## src/rtl/seq_shift_unit_32.sv

```systemverilog
// Multi-cycle shift/rotate unit: one bit position per clock,
// result register f with a one-cycle done pulse on completion.
module seq_shift_unit_32 #(
    parameter int WIDTH = 32,
    parameter int SHW   = 5
) (
    input  logic             clk,
    input  logic             rst_n,
    input  logic             start,
    input  logic [1:0]       op,
    input  logic [WIDTH-1:0] a,
    input  logic [SHW-1:0]   shamt,
    output logic             busy,
    output logic             done,
    output logic [WIDTH-1:0] f,
    output logic             zf
);

    localparam logic [1:0] IDLE  = 2'd0;
    localparam logic [1:0] SHIFT = 2'd1;
    localparam logic [1:0] FIN   = 2'd2;

    localparam logic [1:0] OP_SLL = 2'b00;
    localparam logic [1:0] OP_SRL = 2'b01;
    localparam logic [1:0] OP_SRA = 2'b10;
    localparam logic [1:0] OP_ROL = 2'b11;

    localparam logic [SHW-1:0] CNT_ONE = SHW'(1);

    logic [1:0]       state_q, state_d;
    logic [WIDTH-1:0] work_q, work_d;
    logic [WIDTH-1:0] f_q, f_d;
    logic [SHW-1:0]   cnt_q, cnt_d;
    logic [1:0]       opr_q, opr_d;
    logic [WIDTH-1:0] step;

    always_comb begin
        step = work_q;
        unique case (opr_q)
            OP_SLL: step = {work_q[WIDTH-2:0], 1'b0};
            OP_SRL: step = {1'b0, work_q[WIDTH-1:1]};
            OP_SRA: step = {work_q[WIDTH-1], work_q[WIDTH-1:1]};
            OP_ROL: step = {work_q[WIDTH-2:0], work_q[WIDTH-1]};
            default: step = work_q;
        endcase
    end

    always_comb begin
        state_d = state_q;
        work_d  = work_q;
        f_d     = f_q;
        cnt_d   = cnt_q;
        opr_d   = opr_q;
        unique case (state_q)
            IDLE: begin
                if (start) begin
                    work_d = a;
                    cnt_d  = shamt;
                    opr_d  = op;
                    if (shamt == '0) begin
                        f_d     = a;
                        state_d = FIN;
                    end else begin
                        state_d = SHIFT;
                    end
                end
            end
            SHIFT: begin
                work_d = step;
                cnt_d  = cnt_q - CNT_ONE;
                // last step: result lands in f as FIN is entered
                if (cnt_q == CNT_ONE) begin
                    f_d     = step;
                    state_d = FIN;
                end
            end
            FIN: state_d = IDLE;
            default: state_d = IDLE;
        endcase
    end

    always_ff @(posedge clk) begin
        if (!rst_n) begin
            state_q <= IDLE;
            work_q  <= '0;
            f_q     <= '0;
            cnt_q   <= '0;
            opr_q   <= OP_SLL;
        end else begin
            state_q <= state_d;
            work_q  <= work_d;
            f_q     <= f_d;
            cnt_q   <= cnt_d;
            opr_q   <= opr_d;
        end
    end

    assign busy = (state_q == SHIFT) || (state_q == FIN);
    assign done = (state_q == FIN);
    assign f    = f_q;
    assign zf   = (f_q == '0);

endmodule

```

## config.mk

```make
export PLATFORM = sky130hd
export DESIGN_NAME = seq_shift_unit_32
export DESIGN_NICKNAME = d
export VERILOG_FILES = /design/src/rtl/seq_shift_unit_32.sv
export SDC_FILE = /design/constraint.sdc
export NUM_CORES = 1
export LEC_CHECK = 0
export ABC_AREA = 1
export ABC_CLOCK_PERIOD_IN_PS = 2320
export BUFFER_PORTS_ARGS = -buffer_cell sky130_fd_sc_hd__buf_4
export CORE_ASPECT_RATIO = 0.8
export CORE_MARGIN = 10
export CORE_UTILIZATION = 47
export CTS_CLUSTER_SIZE = 25
export DETAILED_ROUTE_END_ITERATION = 6
export PLACE_DENSITY = 0.69
export SETUP_SLACK_MARGIN = 0.1
export SLEW_MARGIN = 5
export SYNTH_ARGS = -nofsm -noshare
export SYNTH_HDL_FRONTEND = slang
export SYNTH_SLANG_ARGS = --single-unit
```

## constraint.sdc

```tcl
create_clock -name clk -period 2.32 [get_ports clk]
set_clock_uncertainty 0.15 [all_clocks]
set_input_delay 0.464 -clock clk [delete_from_list [all_inputs] [get_ports clk]]
set_output_delay 0.464 -clock clk [all_outputs]
set_load 0.02 [all_outputs]
```

# Yosys cells after proc, flatten, opt, wreduce, memory -nomap -nowiden
# Cells that the tools add are included.
# totals
register_bits	73
inputBits	42
output_inout_bits	35
word_cells	38
# classes
add_sub_neg	1
eq_ne	9
mux	13
reduce_logical	10
# ops
operator	n
$mux W32	4
$pmux W32 S2	2
$pmux W32 S4	1
$logic_not A32 Y1	1
$pmux W5 S2	1
$eq A2 B2 Y1 const B	3
$mux W2	3
$ne A2 B2 Y1 const B	3
$reduce_and A2 Y1	3
$eq A5 B1 Y1 const B	1
$logic_not A5 Y1	1
$mux W5	1
$sub A5 B1 Y5 const B	1
$eq A2 B1 Y1 const B	2
$logic_not A2 Y1	2
$pmux W2 S2	1
$reduce_and A4 Y1	1
$reduce_bool A2 Y1	1
$logic_or A1 B1 Y1	1

# Logic depth before layout (Yosys ltp)
# Gate-level depths: netlist of the first run.
# logic_depth
word_depth	4
mapped_depth	11
mapped_depth_nobuf	10

# Worst setup path before layout of the first run
# OpenSTA, ideal clock, no wires.
# synth_timing
path_type	flip-flop to output port
startpoint	register f_q[16] (netlist: f[16])
endpoint	output port zf
arrival_ps	1047
required_ps	1706
setup_slack_ps	659
path_stages_with_launch	4
path_buffers	0
cell_sequence	dfxtp_1 -> nor4_1 -> nand3_1 -> nor2_1
# synth_via
elab_chain_len	1
# synth_lines
element	line_no	rtl
from (decl)	32	logic [WIDTH-1:0] f_q, f_d;
from (signal assigned)	86	f_q <= '0;
from (signal assigned)	92	f_q <= f_d;
$logic_not A32 Y1	101	assign zf = (f_q == '0);
to (decl)	16	output logic zf
# No other way between the ends.

# Final worst setup path of the first run
# layout_timing
startpoint	register f_q[24] (netlist: f[24])
endpoint	output port zf
# Same word-level chain as after synthesis.

==> parameters.txt, run 1 <==
Parameter                              Value

Yosys
  Cell type with the largest total area after synthesis ... sky130_fd_sc_hd__dfxtp_1
  Fraction of synthesized area in multiplexers ... 0%
  Biggest area contributors in the synthesized netlist ... sky130_fd_sc_hd__dfxtp_1 (35%), sky130_fd_sc_hd__nand2_1 (19%), sky130_fd_sc_hd__nand3_1 (12%)
  Synth warnings ... 0
  Combinational family with the most area after synthesis ... simple AND/OR/NAND/NOR gates
  Fraction of the mapped netlist area in compound gates ... under 10%
  Netlist cell types ... 20
  Yosys top cell area share ... between 30% and 40%
  Syn Nets ... between 700 and 800
  Mapped cell area ... 4215 µm²
  Number of register bits inferred by synthesis ... 73
  Average cell area after synthesis ... between 5 and 6 µm²
  Sequential area share after synthesis ... a little over a third
  Adder and majority cell fraction of the synthesized area ... under 10%
  Share of the synthesized netlist area taken by xor and xnor gates ... 0%
  Number of cells produced by synthesis ... 712
  Simple-gate share of the synthesized area ... 39.92%

Floorplanning
  Die Y-Extent ... between 100 and 150 µm
  Number of core rows ... 30
  Starting utilization of the core area ... around 50%
  I/O pin count ... 77
  Horiz. Die Dim ... ~130 µm
  Total die area ... about 13000 µm²
  Area of the core ... 8596 µm²

Timing
  Final critical path time including I/O delays and setup ... roughly 2100 ps
  Final Worst Setup Slack ... 202.5 ps
  Headroom to the max-slew limit ... between 60% and 70%
  Fmax ... 472.3 MHz
  Number of slew-limit violations in the final report ... 0
  Number of setup violations in the final report ... 0
  Final worst path period share ... a little over 90%
  Endpoints failing hold ... 0
  Setup Total Neg Slack ... 0 ps
  Slew @ Worst Pin ... roughly 470 ps
  Unrepaired setup endpoints after global routing ... yes

Routing
  Residual antenna-violating net count after detailed routing ... 0
  Via-to-Cell Ratio ... 4.784
  Final routed wire length divided by cell count ... between 10 and 15 µm
  DR iter-0 viols ... roughly 360
  TritonRoute pass-1 iters ... 5
  Post-route DRC ... 0
  Overall routed net length ... roughly 11 mm
  Count of vias placed by the detailed router ... approximately 4300

Power and ir drop
  Static Leakage ... just over 3 nW
  Power per Cell Area ... 851.1 nW/µm²
  IR Drop Worst-Case VDD ... 0.0004846 V

Placed design
  Final HPWL DP ... 7.484 mm
  RePlAce Congestion ... about 0.85
  Port Buf Inserts ... 76
  Worst setup slack after placement ... 314.2 ps

CTS
  Number of levels in the clock H-tree ... 3
  Post-CTS setup repair buffer count ... 0
  Clock root buffer ... sky130_fd_sc_hd__clkbuf_8
  Clock tree from TritonCTS ... yes
  CTS Buffer Depth ... 2
  TritonCTS Buffers ... 9
  Total clock sinks ... 73
  Worst skew pair latency ... 340 ps
  Clock-pin slew reported for the worst setup and hold paths after clock tree synthesis ... around 80 ps
  Hold buffer count at CTS ... 0

Global route
  Vias in the first global route ... 3917
  Global-route wire length before repair ... between 15 and 20 mm
  Overall global routing resource usage ... between 10% and 20%
  Pin count of the biggest net entering global routing ... 65
  Initial antenna violation count ... 0
  Total congestion overflow after global routing ... 0

Final layout
  Most common cell after layout, fill and taps aside ... sky130_fd_sc_hd__nand2_1
  Number of antenna cells inserted ... 0
  Number of fill cells ... about 860
  Net count, final ... slightly above 800
  Signed area change from the synthesized netlist to the final layout ... 20.36%
  Fraction of layout instances using a drive strength above 1 ... between 10 and 15%
  Leading cell types in the layout, fill and taps excluded ... sky130_fd_sc_hd__nand2_1 (210), sky130_fd_sc_hd__inv_1 (137), sky130_fd_sc_hd__nand3_1 (105)
  Flip-flop and latch area ... 1461 µm²
  Area occupied by multi-input gates ... about 2000 µm²

Status
  Result of the run ... finished clean

Worst setup path
  Worst endpoint data arrival time ... around 1500 ps
  Stage delay of the slowest cell on the critical path ... 330 ps
  Worst Path Max Fanout ... 3
  WS Path Type ... flop to output pin
  WP buf/inv ... 1
  Endpoint kind of the worst setup timing path ... output pin
  Worst-path cell chain ... nor4_2 > nand3_1 > nor2_1 > buf_4
  Required time of the critical path ... between 1500 and 2000 ps
  Startpoint class of the critical path ... flop
  Kind of cell adding the most delay to the critical path ... simple AND/OR/NAND/NOR gates
  Slowest cell on crit path ... sky130_fd_sc_hd__dfxtp_1

Run
  Number of maximum-capacitance constraint violations ... 0

Hold path
  Worst hold path class ... input pin to flop
-- cell families (layout without fill, tap and decap cells) --
kind of cell,Yosys count,after routing
AND/OR/NAND/NOR,403,403
buffers and inverters,177,243
flip-flops,73,73
AO/OA/AOI/OAI,54,54
adder cells (fa/ha/maj),5,5
-- state kept, by name, indices dropped and copies added (netlist names) --
| name | cells |
|---|---|
| cnt_q | 5 |
| f | 32 |
| opr_q | 2 |
| work_q | 32 |
| state_q | 2 |
-- power by group --
group	total (W)	internal [W]	switching (W)
clock	0.00114	0.000665	0.000476
combinational	0.00160	0.000592	0.00101
sequential	0.00158	0.00146	0.000119
total	0.00432	0.00272	0.00160
-- cells in the mapped netlist (all sizes together) --
cell type / number
buf: 24
nor2: 77
inv: 139
nand2: 211
ha: 5
nand3: 106
nor4: 4
dfxtp: 73
a31oi: 1
a21oi: 10
o21ai: 43
nand4: 5
clkbuf: 14
-- repair_timing --
item                                    4_1_cts  5_1_grt
gates resized for setup                       0        1
hold endpoints to repair                      0        0
endpoints found under the setup margin        0        2
-- worst min-delay path, cell delays in order --
cell and delay (ps):
sky130_fd_sc_hd__buf_4 90, sky130_fd_sc_hd__o21ai_0 80, sky130_fd_sc_hd__a21oi_1 100
-- final timing paths --
| path | from | end | slack [ps] | cells after the start |
|---|---|---|---|---|
| max | f[24] | zf | 200 | 4 |
| min | op[0] | opr_q[0] | 280 | 3 |
| max reg2reg | state_q[0] | f[0] | 290 | 7 |
| min reg2reg | cnt_q[2] | cnt_q[2] | 340 | 2 |
-- per-layer routing --
metal  share of wire [%]  GRT usage [%]  vias to the layer above
li1                    -              -                     2274
met2                  42          23.32                      129
met4                0.66          4.058                        0
met3                 6.6          4.141                        7
met5                   0              0                        -
met1                  50          21.82                     1848
-- through the flow --
step / cell area, µm² / hold slack (ps) / cells / power [W] / util [%]
2_1_floorplan: 4215 / 302.5 / 712 / 0.002753 / -
3_3_place_gp: 4837 / 326.6 / 874 / 0.003165 / 56.27
3_5_place_dp: 4837 / 329.2 / 874 / 0.003201 / 56.27
4_1_cts: 5067 / 257.4 / 890 / 0.004360 / 58.95
5_1_grt: 5074 / 288.1 / 890 / 0.004664 / 59.02
6_report: 5074 / 278.3 / 890 / 0.004318 / 59.02
-- layout make-up --
type,instances,area share [%]
Clock inverter,4,1.480
Sequential cell,73,28.80
Multi-Input combinational cell,462,40.10
Inverter,139,10.28
Clock buffer,12,3.058
Tap cell,112,2.762
Timing Repair Buffer,88,13.51
No activity file was read; power rests on OpenSTA's default activity.
==> run 2: changes to the inputs <==
--- a/config.mk
+++ b/config.mk
@@ -5,7 +5,6 @@
 export SDC_FILE = /design/constraint.sdc
 export NUM_CORES = 1
 export LEC_CHECK = 0
-export ABC_AREA = 1
 export ABC_CLOCK_PERIOD_IN_PS = 2320
 export BUFFER_PORTS_ARGS = -buffer_cell sky130_fd_sc_hd__buf_4
 export CORE_ASPECT_RATIO = 0.8
@@ -13,7 +12,7 @@
 export CORE_UTILIZATION = 47
 export CTS_CLUSTER_SIZE = 25
 export DETAILED_ROUTE_END_ITERATION = 6
-export PLACE_DENSITY = 0.69
+export PLACE_DENSITY = 0.7
 export SETUP_SLACK_MARGIN = 0.1
 export SLEW_MARGIN = 5
 export SYNTH_ARGS = -nofsm -noshare
==> run 2 against run 1 <==
  * Combinational power decreased by 13%
  * Clock power shrank 27%
  * Hold slack lost 3.3 ps
  * Synthesized cell count is 37% lower
  * Sequential power is essentially flat
  * Sequential share of layout area increased by 1.6 points
  * Global-route usage rose by 1.1 points
  * Non-clock buffer count increased by 3
  * Critical path depth stayed put
  * First-iteration DRC count fell by 1.6%
  * Via count is 16% lower
  * Largest cell class unchanged
==> parameters.txt, run 2 <==
Parameter                              Value

CTS
  Clock root buffer ... sky130_fd_sc_hd__clkbuf_8
  Clock tree from TritonCTS ... yes
  Total clock sinks ... 73 (unchanged)
  Hold buffer count at CTS ... 0 (unchanged)
  Number of levels in the clock H-tree ... 3 (unchanged)
  TritonCTS Buffers ... 9 (unchanged)
  CTS Buffer Depth ... 2 (unchanged)
  Worst skew pair latency ... 340 ps (about the same)
  Clock-pin slew reported for the worst setup and hold paths after clock tree synthesis ... 70 ps (about the same)

Placed design
  Final HPWL DP ... 7.564 mm (+1.1%)
  RePlAce Congestion ... 0.8336 (-1.9%)
  Cell total after placement ... 605 (-31%)
  Port Buf Inserts ... 76 (unchanged)

Global route
  Vias in the first global route ... 3348 (-15%)
  Pin count of the biggest net entering global routing ... 65 (unchanged)
  Initial antenna violation count ... 0 (unchanged)
  Global-route wire length before repair ... 17.22 mm (-4.4%)
  Overall global routing resource usage ... 16.82% (+1.1 points)
  Total congestion overflow after global routing ... 0 (unchanged)

Final layout
  Area occupied by multi-input gates ... 2300 µm² (+13%)
  Leading cell types in the layout, fill and taps excluded ... sky130_fd_sc_hd__o211ai_1 (91), sky130_fd_sc_hd__buf_4 (86), sky130_fd_sc_hd__dfxtp_1 (70)
  Flip-flop and latch area ... 1465 µm² (+0.26%)
  Number of fill cells ... 690 (-20%)
  Fraction of layout instances using a drive strength above 1 ... 23.14% (+9.1 points)
  Most common cell after layout, fill and taps aside ... sky130_fd_sc_hd__o211ai_1
  Non-filler cells in the finished layout ... 618 (-31%)
  Net count, final ... 555 (-32%)
  Signed area change from the synthesized netlist to the final layout ... 22.88%
  Number of antenna cells inserted ... 0 (unchanged)

Timing
  Number of slew-limit violations in the final report ... 0 (unchanged)
  Unrepaired setup endpoints after global routing ... no
  Number of setup violations in the final report ... 0 (unchanged)
  Fmax ... 478.4 MHz (+1.3%)
  Final worst path period share ... 90.09% (-1.2 points)
  Endpoints failing hold ... 0 (unchanged)
  Final critical path time including I/O delays and setup ... 2090 ps (-27.41 ps)
  Headroom to the max-slew limit ... 64.91% (-3.9 points)
  Slew @ Worst Pin ... 519.1 ps (+51.60 ps)
  Setup Total Neg Slack ... 0 ps (unchanged)

Yosys
  Share of the synthesized netlist area taken by xor and xnor gates ... 0.2234% (+0.22 points)
  Average cell area after synthesis ... 8.695 µm² (+47%)
  Most instantiated cells after synthesis ... sky130_fd_sc_hd__o211ai_1 (91), sky130_fd_sc_hd__dfxtp_1 (73), sky130_fd_sc_hd__nand2_1 (46), sky130_fd_sc_hd__a21boi_0 (36), sky130_fd_sc_hd__nor2b_1 (36)
  Mapped cell area ... 3921 µm² (-7.0%)
  Biggest area contributors in the synthesized netlist ... sky130_fd_sc_hd__dfxtp_1 (37%), sky130_fd_sc_hd__o211ai_1 (17%), sky130_fd_sc_hd__mux2i_1 (8.9%)
  Synth warnings ... 0 (unchanged)
  Number of cells produced by synthesis ... 451 (-37%)
  Number of synthesized flops with an enable pin ... 0 (unchanged)
  Cell with the most instances after synthesis ... sky130_fd_sc_hd__o211ai_1
  Sequential area share after synthesis ... 37.27% (+2.6 points)
  Simple-gate share of the synthesized area ... 14.45% (-25 points)
  Yosys top cell area share ... 37.27% (+2.6 points)
  Syn Nets ... 498 (-34%)
  Fraction of the mapped netlist area in compound gates ... 31.46% (+25 points)
  Top flip-flop cell by instance count after synthesis ... sky130_fd_sc_hd__dfxtp_1
  Combinational family with the most area after synthesis ... compound AO/OA/AOI/OAI gates
  Netlist cell types ... 38 (+90%)
  Adder and majority cell fraction of the synthesized area ... 1.595% (+0.11 points)
  Cell type with the largest total area after synthesis ... sky130_fd_sc_hd__dfxtp_1
  Share of flip-flops with an asynchronous set or reset ... 0% (unchanged)
  Number of register bits inferred by synthesis ... 73 (unchanged)
  Fraction of synthesized area in multiplexers ... 9.221% (+9.2 points)

Worst setup path
  Setup slack, reg-to-reg ... 360 ps (+70 ps)
  Worst Path Max Fanout ... 3 (unchanged)
  Worst R2R Path Depth ... 7 (unchanged)
  Worst-path cell chain ... nor4_2 > nand4_1 > nor2_1 > buf_4
  Endpoint of the worst register-to-register path ... f[31]
  CP endpoint ... zf
  Startpoint class of the critical path ... flop
  Endpoint kind of the worst setup timing path ... output pin
  Worst endpoint data arrival time ... 1480 ps (-20 ps)
  Slowest cell on crit path ... sky130_fd_sc_hd__dfxtp_2
  Critical path launch point ... f[12]
  Stage delay of the slowest cell on the critical path ... 340 ps (about the same)
  Required time of the critical path ... 1710 ps (about the same)
  WS Path Type ... flop to output pin
  Worst reg2reg startpoint ... cnt_q[1]

Power and ir drop
  IR Drop Worst-Case VDD ... 0.0003772 V (-22%)
  Static Leakage ... 1.926 nW (-36%)
  Power per Cell Area ... 780.6 nW/µm² (-8.3%)

Floorplanning
  Die Y-Extent ... 101.7 µm (-2.9%)
  Number of core rows ... 29 (-3.3%)
  I/O pin count ... 77 (unchanged)
  Area of the core ... 8019 µm² (-6.7%)
  Starting utilization of the core area ... 48.90% (-0.14 points)
  Horiz. Die Dim ... 122.1 µm (-3.0%)
  Total die area ... 12420 µm² (-5.8%)

Routing
  Count of vias placed by the detailed router ... 3558 (-16%)
  TritonRoute pass-1 iters ... 4 (-1)
  Via-to-Cell Ratio ... 5.757 (+20%)
  DR iter-0 viols ... 358 (-1.6%)
  Residual antenna-violating net count after detailed routing ... 0 (unchanged)
  Final routed wire length divided by cell count ... 16.83 µm (+41%)
  Overall routed net length ... 10.40 mm (-2.0%)
  Post-route DRC ... 0 (unchanged)

Run
  Number of maximum-capacitance constraint violations ... 0 (unchanged)

Status
  Result of the run ... finished clean

Hold path
  Worst hold path class ... input pin to flop
[run 2: changes by cell type after synthesis, sizes merged, moves of 36 or more]
cell and delta:
nand3 -104, nand2 -165, nor2 -71, inv -133, o211ai +91, nor2b +36
a21boi +36
[run 2: cells by family after synthesis]
logic type               Yosys count
flip-flops                        73
multiplexers                      36
AO/OA/AOI/OAI                    175
AND/OR/NAND/NOR                  110
XOR/XNOR                           1
adder cells (fa/ha/maj)            5
buffers and inverters             51
[run 2: cell type report]
type                       count  area share, %
tap                          108          2.804
timing repair buffer          91          15.48
multi-input combinational    327          47.73
sequential                    73          30.41
clock inverter                 1         0.1039
inverter                       6         0.4674
clock buffer                  12          3.012
[run 2: how the worst min path moves through the flow]
stage                       to  slack (ps)  cells after the start        from
global placement    work_q[26]         300                      2  work_q[26]
finish                   f[27]         280                      3       a[27]
CTS                      f[15]         260                      3       a[15]
global route          opr_q[1]         260                      3       op[1]
detailed placement   work_q[2]         300                      2   work_q[2]
floorplan           work_q[10]         290                      2  work_q[10]
[run 2: repair_timing]
action                     in CTS  in global routing
resized for setup               1                  8
pin swaps                       0                  5
setup endpoints to repair       1                  1
buffers inserted                0                  0
cloned                          0                  0
[run 2: report_power, final]
group | switching, W | total (W) | internal (W) | leakage (nW)
Sequential | 0.000131 | 0.00155 | 0.00142 | 0.598
Clock | 0.000428 | 0.000827 | 0.000399 | 0.0782
Combinational | 0.000790 | 0.00139 | 0.000597 | 1.25
Total | 0.00135 | 0.00376 | 0.00241 | 1.93
[run 2: critical path: cells and delay by family, from the launching register on]
family | cells | cell delay, ps
and+or+nand+nor | 3 | 650
buffers and inverters | 1 | 150
DFF | 1 | 340
[run 2: per-stage QoR]
| step | setup WS (ps) | utilization, % | total power, W | cell area, µm² | hold slack (ps) |
|---|---|---|---|---|---|
| 2_1_floorplan | 319.7 | - | 0.002460 | 3921 | 291.3 |
| 3_3_place_gp | 184.5 | 57.67 | 0.002912 | 4624 | 297.5 |
| 3_5_place_dp | 164.7 | 57.67 | 0.002937 | 4624 | 304.8 |
| 4_1_cts | 153.7 | 59.62 | 0.003769 | 4781 | 260.3 |
| 5_1_grt | 106.0 | 60.09 | 0.004003 | 4818 | 259.5 |
| 6_report | 229.9 | 60.09 | 0.003761 | 4818 | 275.0 |
[run 2: per-layer routing]
metal	vias to the layer above	GRT usage [%]	wire length, µm	share of wire, %
li1	1790	-	-	-
met1	1673	23.27	5153	50
met2	89	24.71	4472	43
met3	6	5.892	723	7.0
met4	0	3.255	53	0.51
met5	-	0	0	0
